[src/rtl/vga_char_motion_ctrl.sv]
// vga_char_motion_ctrl: per-frame scheduler for the character overlay origin.
// Moves a CHAR_W x CHAR_H glyph box around the active area and bounces it off
// the screen edges. The origin only changes on a vsync rising edge, so a frame
// never tears.
// Optional feature: define CHAR_COLOR_CYCLE_EN to step the glyph colour
// through a four-entry palette on every bounce.
module vga_char_motion_ctrl #(
  parameter logic [9:0]  H_ACT     = 10'd640,
  parameter logic [9:0]  V_ACT     = 10'd480,
  parameter logic [9:0]  CHAR_W    = 10'd256,
  parameter logic [9:0]  CHAR_H    = 10'd128,
  parameter logic [9:0]  INIT_H    = 10'd205,
  parameter logic [9:0]  INIT_V    = 10'd216,
  parameter logic [9:0]  STEP      = 10'd2,
  parameter logic [7:0]  FRAME_DIV = 8'd1,
  parameter logic [15:0] COLOR0    = 16'hFFE0
) (
  input  logic        vga_clk,
  input  logic        sys_rst,
  input  logic        vga_vs,
  input  logic        en,
  input  logic        pause,
  output logic [9:0]  char_b_h,
  output logic [9:0]  char_b_v,
  output logic [15:0] char_color,
  output logic        moving,
  output logic        bounce,
  output logic        corner
);

  localparam logic [9:0] X_MAX = H_ACT - CHAR_W;
  localparam logic [9:0] Y_MAX = V_ACT - CHAR_H;

  localparam logic [1:0] S_IDLE  = 2'd0;
  localparam logic [1:0] S_RUN   = 2'd1;
  localparam logic [1:0] S_PAUSE = 2'd2;

  logic [1:0]  r_state;
  logic        r_vs_d;
  logic [9:0]  r_h;
  logic [9:0]  r_v;
  logic        r_dx_neg;
  logic        r_dy_neg;
  logic [7:0]  r_frame_cnt;
  logic        r_bounce;
  logic        r_corner;

  logic        w_tick;
  logic        w_frame_wrap;
  logic        w_move;
  logic [11:0] w_x_res;
  logic [11:0] w_y_res;

  // One axis of a move event: returns {bounced, new_dir_neg, new_pos}.
  // The forward sum is widened to 11 bits so it can never wrap past the limit.
  function automatic logic [11:0] f_step(input logic [9:0] pos,
                                         input logic       dir_neg,
                                         input logic [9:0] lim);
    logic [10:0] sum;
    logic [9:0]  np;
    logic        nd;
    logic        bb;
    sum = {1'b0, pos} + {1'b0, STEP};
    np  = pos;
    nd  = dir_neg;
    bb  = 1'b0;
    if (!dir_neg) begin
      if (sum >= {1'b0, lim}) begin
        np = lim;
        nd = 1'b1;
        bb = 1'b1;
      end else begin
        np = sum[9:0];
      end
    end else if (pos <= STEP) begin
      np = '0;
      nd = 1'b0;
      bb = 1'b1;
    end else begin
      np = pos - STEP;
    end
    return {bb, nd, np};
  endfunction

  assign w_tick       = vga_vs & ~r_vs_d;
  assign w_frame_wrap = (r_frame_cnt == (FRAME_DIV - 8'd1));
  assign w_move       = (r_state == S_RUN) & en & ~pause & w_tick & w_frame_wrap;
  assign w_x_res      = f_step(r_h, r_dx_neg, X_MAX);
  assign w_y_res      = f_step(r_v, r_dy_neg, Y_MAX);

  // Delayed vsync for rising-edge detection.
  always_ff @(posedge vga_clk or posedge sys_rst) begin
    if (sys_rst) r_vs_d <= 1'b0;
    else         r_vs_d <= vga_vs;
  end

  // Mode FSM plus origin, direction, frame divider and event pulses.
  always_ff @(posedge vga_clk or posedge sys_rst) begin
    if (sys_rst) begin
      r_state     <= S_IDLE;
      r_h         <= INIT_H;
      r_v         <= INIT_V;
      r_dx_neg    <= 1'b0;
      r_dy_neg    <= 1'b0;
      r_frame_cnt <= '0;
      r_bounce    <= 1'b0;
      r_corner    <= 1'b0;
    end else begin
      r_bounce <= 1'b0;
      r_corner <= 1'b0;
      if (!en || (r_state == S_IDLE)) begin
        // Disable has priority in every state; IDLE pins the box at home.
        r_h         <= INIT_H;
        r_v         <= INIT_V;
        r_dx_neg    <= 1'b0;
        r_dy_neg    <= 1'b0;
        r_frame_cnt <= '0;
        r_state     <= en ? S_RUN : S_IDLE;
      end else begin
        case (r_state)
          S_RUN: begin
            if (pause) begin
              r_state <= S_PAUSE;
            end else if (w_tick) begin
              if (w_frame_wrap) begin
                r_frame_cnt <= '0;
                r_h         <= w_x_res[9:0];
                r_dx_neg    <= w_x_res[10];
                r_v         <= w_y_res[9:0];
                r_dy_neg    <= w_y_res[10];
                r_bounce    <= w_x_res[11] | w_y_res[11];
                r_corner    <= w_x_res[11] & w_y_res[11];
              end else begin
                r_frame_cnt <= r_frame_cnt + 8'd1;
              end
            end
          end
          S_PAUSE: begin
            if (!pause) r_state <= S_RUN;
          end
          default: r_state <= S_IDLE;
        endcase
      end
    end
  end

  assign char_b_h = r_h;
  assign char_b_v = r_v;
  assign moving   = (r_state == S_RUN);
  assign bounce   = r_bounce;
  assign corner   = r_corner;

`ifdef CHAR_COLOR_CYCLE_EN
  logic [1:0] r_col_idx;

  // Palette index advances once per bouncing move event (a corner is one step).
  always_ff @(posedge vga_clk or posedge sys_rst) begin
    if (sys_rst)                          r_col_idx <= '0;
    else if (!en || (r_state == S_IDLE))  r_col_idx <= '0;
    else if (w_move && (w_x_res[11] || w_y_res[11]))
                                          r_col_idx <= r_col_idx + 2'd1;
  end

  // Palette lookup.
  always_comb begin
    char_color = COLOR0;
    case (r_col_idx)
      2'd1:    char_color = 16'hF800;
      2'd2:    char_color = 16'h07E0;
      2'd3:    char_color = 16'h001F;
      default: char_color = COLOR0;
    endcase
  end
`else
  assign char_color = COLOR0;
`endif

endmodule
[config.mk]
export PLATFORM = sky130hd
export DESIGN_NAME = vga_char_motion_ctrl
export DESIGN_NICKNAME = d
export VERILOG_FILES = /design/src/rtl/vga_char_motion_ctrl.sv
export SDC_FILE = /design/constraint.sdc
export NUM_CORES = 1
export LEC_CHECK = 0
export ABC_AREA = 1
export CAP_MARGIN = 10
export CORE_ASPECT_RATIO = 2
export CORE_MARGIN = 8
export CORE_UTILIZATION = 40
export CTS_BUF_LIST = sky130_fd_sc_hd__clkbuf_8
export DETAILED_ROUTE_END_ITERATION = 6
export MAX_ROUTING_LAYER = met4
export PLACE_DENSITY_LB_ADDON = 0.05
export SETUP_SLACK_MARGIN = 0.1
export SLEW_MARGIN = 10
export SYNTH_ARGS = -nofsm -noshare
export SYNTH_HDL_FRONTEND = slang
export SYNTH_SLANG_ARGS = --single-unit
[constraint.sdc]
create_clock -name vga_clk -period 1.8 [get_ports vga_clk]
set_clock_uncertainty 0.15 [all_clocks]
set_input_delay 0.36 -clock vga_clk [delete_from_list [all_inputs] [get_ports vga_clk]]
set_output_delay 0.36 -clock vga_clk [all_outputs]
set_load 0.02 [all_outputs]
==> results.py <==
metrics = {
    "status": {
        "run_status": "finished with violations",
        "violations": "setup timing",
    },
    "floorplanning": {
        "boundaryPins": 44,
        "dieHeight_um": 130,
        "die-area_um2": 9550,
        "horizontal_die_dimension_um": 73.2,
        "start_util": 0.405,
        "core_um2": 6460,
        "num_rows": 42,
    },
    "critical_path": {
        "crit_fanout": 6,
        "worst_setup_path_start_kind": "flop",
        "worst_setup_path_end_kind": "flop",
        "timing.critical_path.required_ns": 1.87,
        "worst-endpoint-arrival_ns": 1.98,
        "timing.setup.critical_path_class": "reg -> reg",
    },
    "synth": {
        "synth.yosys.seq_area_share": 0.329,
        "ys.warnings.count": 0,
        "post_synthesis_area_per_instance_um2": 7.23,
        "postSynthRegisterBits": 34,
        "syn_inst_count": 362,
        "synthDominantCellAreaShare": 0.239,
        "post_synth_cell_types": 35,
        "synthesis.area_um2": 2620,
        "post-synth-top-area-cell": "sky130_fd_sc_hd__dfrtp_1",
        "synth.area.top_cells": "sky130_fd_sc_hd__dfrtp_1 24%, sky130_fd_sc_hd__nand2_1 9.9%, sky130_fd_sc_hd__dfstp_2 9.0%",
    },
    "finish": {
        "fillerInstances": 612,
        "post_layout_cell_count": 543,
        "drive_above_1_share": 0.418,
        "design_area_um2": 3870,
        "design.final.nets": 467,
        "synthesis_to_finish_area_growth_pct": 47.8,
        "antenna_cells": 0,
    },
    "sta": {
        "finalWorstSetupSlack_ns": -0.117,
        "grt_setup_unrepaired": "true",
        "timing_max_transition_violations_final": 0,
        "final_setup_vio_count": 16,
        "worst_hold_slack_ns": 0.177,
        "post-route-period-util": 1.07,
        "final.min_clock_period_ns": 1.92,
        "max_freq_mhz": 522,
        "timing_hold_violations_final": 0,
    },
    "worst_hold_path": {
        "hp-class": "in -> reg",
    },
    "detailed_routing": {
        "routed_wl_mm": 7.65,
        "detail_route.wl_per_cell_um": 14.1,
        "num_vias": 2718,
        "drc": 0,
        "drt_pass1_iterations": 5,
        "detail-route-antenna-nets": 0,
        "drt-initial-drc-count": 182,
        "detail_route.vias_per_cell": 5.01,
    },
    "cts": {
        "cts.root.buffer_cell": "sky130_fd_sc_hd__clkbuf_8",
        "cts_buffers": 5,
        "cts_hold_repair.buffers": 0,
        "tritoncts_clock_tree": "yes",
        "clkSlewWorstSetupHoldPaths_ns": 0.08,
        "clock_sink_count": 34,
        "worstSkewPairLatency_ns": 0.29,
        "cts.path.max_buffers": 2,
        "deepest_level_of_the_cts_h_tree": 2,
    },
    "place": {
        "placedCellCount": 507,
        "dp_worst_setup_slack_ns": -0.448,
        "place_congestion": 0.909,
        "place_hpwl_mm": 5.52,
        "numPortBuffers": 26,
        "dpl-instance-area_um2": 3250,
    },
    "grt": {
        "first_global_vias": 2706,
        "largest_net_degree_at_the_start_of_global_routing": 35,
        "grt_antenna_before_repair": 0,
        "groute.usage.overall": 0.166,
        "global_route_wire_length_before_repair_mm": 12.1,
        "globalRoute.totalOverflow": 0,
    },
    "pwr": {
        "vdd_drop_max_uv": 413,
        "pwr_density_cell_nw_per_um2": 497,
        "power.total_w": 0.00192,
        "p_leak_nw": 1.83,
    },
    "flow_run": {
        "drv_cap": 0,
    },
}
-- worst paths after layout --
path,start,end,slack (ns),cells past startpoint
worst max-delay path,char_b_h[2]$_DFFE_PP1P_,char_b_h[1]$_DFFE_PP0P_,-0.12,11
worst min-delay path,vga_vs,r_vs_d$_DFF_PP0_,0.18,1
worst max register to register,char_b_h[2]$_DFFE_PP1P_,char_b_h[1]$_DFFE_PP0P_,-0.12,11
worst min register to register,char_b_h[0]$_DFFE_PP1P_,char_b_h[0]$_DFFE_PP1P_,0.33,2
max in group asynchronous,sys_rst,char_b_v[6]$_DFFE_PP1P_,0.98,3
min in group asynchronous,sys_rst,r_dy_neg$_DFFE_PP0P_,0.26,3
-- metal layers --
metal,part of all wire,vias up,global-route usage
met3,0.027,13,0.0229
met4,0.021,0,0.0808
li1,-,1322,-
met1,0.39,1334,0.163
met2,0.57,49,0.306
met5,0,-,-
-- metrics by stage --
step,TNS (ns),utilization
floorplan,-0.168,-
global placement,-8.28,0.503
detailed placement,-9.51,0.503
CTS,-1.15,0.559
global route,-2.85,0.598
finish,-1.18,0.598
-- registers in the layout (all words and copies together), names as in the netlist --
signal,cells
bounce,1
char_b_v,9
corner,1
r_dx_neg,1
r_vs_d,1
r_frame_cnt,8
r_state,2
r_dy_neg,1
char_b_h,10
-- worst max-delay path, cell delays in order, from the launching register on --
cell and delay, ns:
sky130_fd_sc_hd__dfstp_2 0.59, sky130_fd_sc_hd__ha_4 0.16, sky130_fd_sc_hd__nand3_4 0.07, sky130_fd_sc_hd__nor2_4 0.12, sky130_fd_sc_hd__nand2_1 0.07, sky130_fd_sc_hd__nand2_1 0.07
sky130_fd_sc_hd__nand3_2 0.10, sky130_fd_sc_hd__nor2_4 0.20, sky130_fd_sc_hd__nand2_4 0.10, sky130_fd_sc_hd__nand2_4 0.09, sky130_fd_sc_hd__nand3_2 0.06, sky130_fd_sc_hd__nand2_1 0.06
-- kinds of logic (layout without fill, tap and decap cells) --
| group | after synthesis | in the layout | synth area share |
|---|---|---|---|
| AO/OA/AOI/OAI | 49 | 49 | 0.107 |
| buffers and inverters | 70 | 148 | 0.133 |
| XOR/XNOR | 16 | 16 | 0.0535 |
| adder cells (fa/ha/maj) | 8 | 8 | 0.0382 |
| other | 2 | 17 | 0.00287 |
| AND/OR/NAND/NOR | 183 | 183 | 0.336 |
| flip-flops | 34 | 34 | 0.329 |
-- synth_stat cells --
cell	number
sky130_fd_sc_hd__clkinv_1	1
sky130_fd_sc_hd__dfrtp_1	25
sky130_fd_sc_hd__buf_6	1
sky130_fd_sc_hd__nor3_2	1
sky130_fd_sc_hd__o21bai_1	1
sky130_fd_sc_hd__inv_1	42
sky130_fd_sc_hd__nand3b_1	1
sky130_fd_sc_hd__nor2_4	2
sky130_fd_sc_hd__buf_2	2
sky130_fd_sc_hd__buf_4	20
sky130_fd_sc_hd__nand2_2	6
sky130_fd_sc_hd__xor2_1	15
sky130_fd_sc_hd__inv_2	4
sky130_fd_sc_hd__a21oi_4	1
sky130_fd_sc_hd__nand2_4	4
sky130_fd_sc_hd__a21oi_1	18
sky130_fd_sc_hd__a21oi_2	1
sky130_fd_sc_hd__nand2_1	69
sky130_fd_sc_hd__nor2_1	41
sky130_fd_sc_hd__o21ai_0	19
sky130_fd_sc_hd__nand3_1	28
sky130_fd_sc_hd__dfstp_2	9
sky130_fd_sc_hd__o21ai_4	1
sky130_fd_sc_hd__o21ai_1	4
sky130_fd_sc_hd__xnor2_1	1
sky130_fd_sc_hd__nor3_1	7
sky130_fd_sc_hd__o31ai_1	1
sky130_fd_sc_hd__nand3_2	5
sky130_fd_sc_hd__conb_1	2
sky130_fd_sc_hd__o22ai_1	2
sky130_fd_sc_hd__a31oi_1	1
sky130_fd_sc_hd__nor2_2	4
sky130_fd_sc_hd__ha_1	8
sky130_fd_sc_hd__nand4_1	12
sky130_fd_sc_hd__nor4_1	3
-- final cells by class --
cell class / count / area, um2 / area share
timing repair inverter: 1 / 7.51 / 0.00194
sequential: 34 / 868 / 0.225
clock buffer: 5 / 68.8 / 0.0178
tap: 88 / 110 / 0.0285
timing repair buffer: 92 / 782 / 0.202
clock inverter: 3 / 37.5 / 0.00971
inverter: 47 / 189 / 0.0489
multi-input combinational: 273 / 1800 / 0.467
-- where the power goes --
part,internal (W),switching (W)
Clock,0.000403,0.000283
Sequential,0.000785,0.0000265
Combinational,0.000178,0.000247
Total,0.00137,0.000557
-- timing repair --
| action | in CTS | in global routing |
|---|---|---|
| resized for setup | 99 | 52 |
| setup buffers | 14 | 13 |
| pin swaps | 39 | 29 |
| setup endpoints to repair | 50 | 37 |
| cloned | 1 | 0 |
-- layout by cell type (no fill, tap or decap), types with 10 or more instances in the layout --
master | netlist | layout
sky130_fd_sc_hd__a21oi_1 | 18 | 12
sky130_fd_sc_hd__buf_4 | 20 | 54
sky130_fd_sc_hd__buf_6 | 1 | 11
sky130_fd_sc_hd__conb_1 | 2 | 17
sky130_fd_sc_hd__dfrtp_1 | 25 | 20
sky130_fd_sc_hd__dlygate4sd2_1 | 0 | 11
sky130_fd_sc_hd__inv_1 | 42 | 34
sky130_fd_sc_hd__nand2_1 | 69 | 52
sky130_fd_sc_hd__nand2_2 | 6 | 18
sky130_fd_sc_hd__nand3_1 | 28 | 17
sky130_fd_sc_hd__nand3_2 | 5 | 10
sky130_fd_sc_hd__nand4_1 | 12 | 12
sky130_fd_sc_hd__nor2_1 | 41 | 31
sky130_fd_sc_hd__o21ai_1 | 4 | 12
sky130_fd_sc_hd__xor2_1 | 15 | 14
No activity file was read; power rests on OpenSTA's default activity.
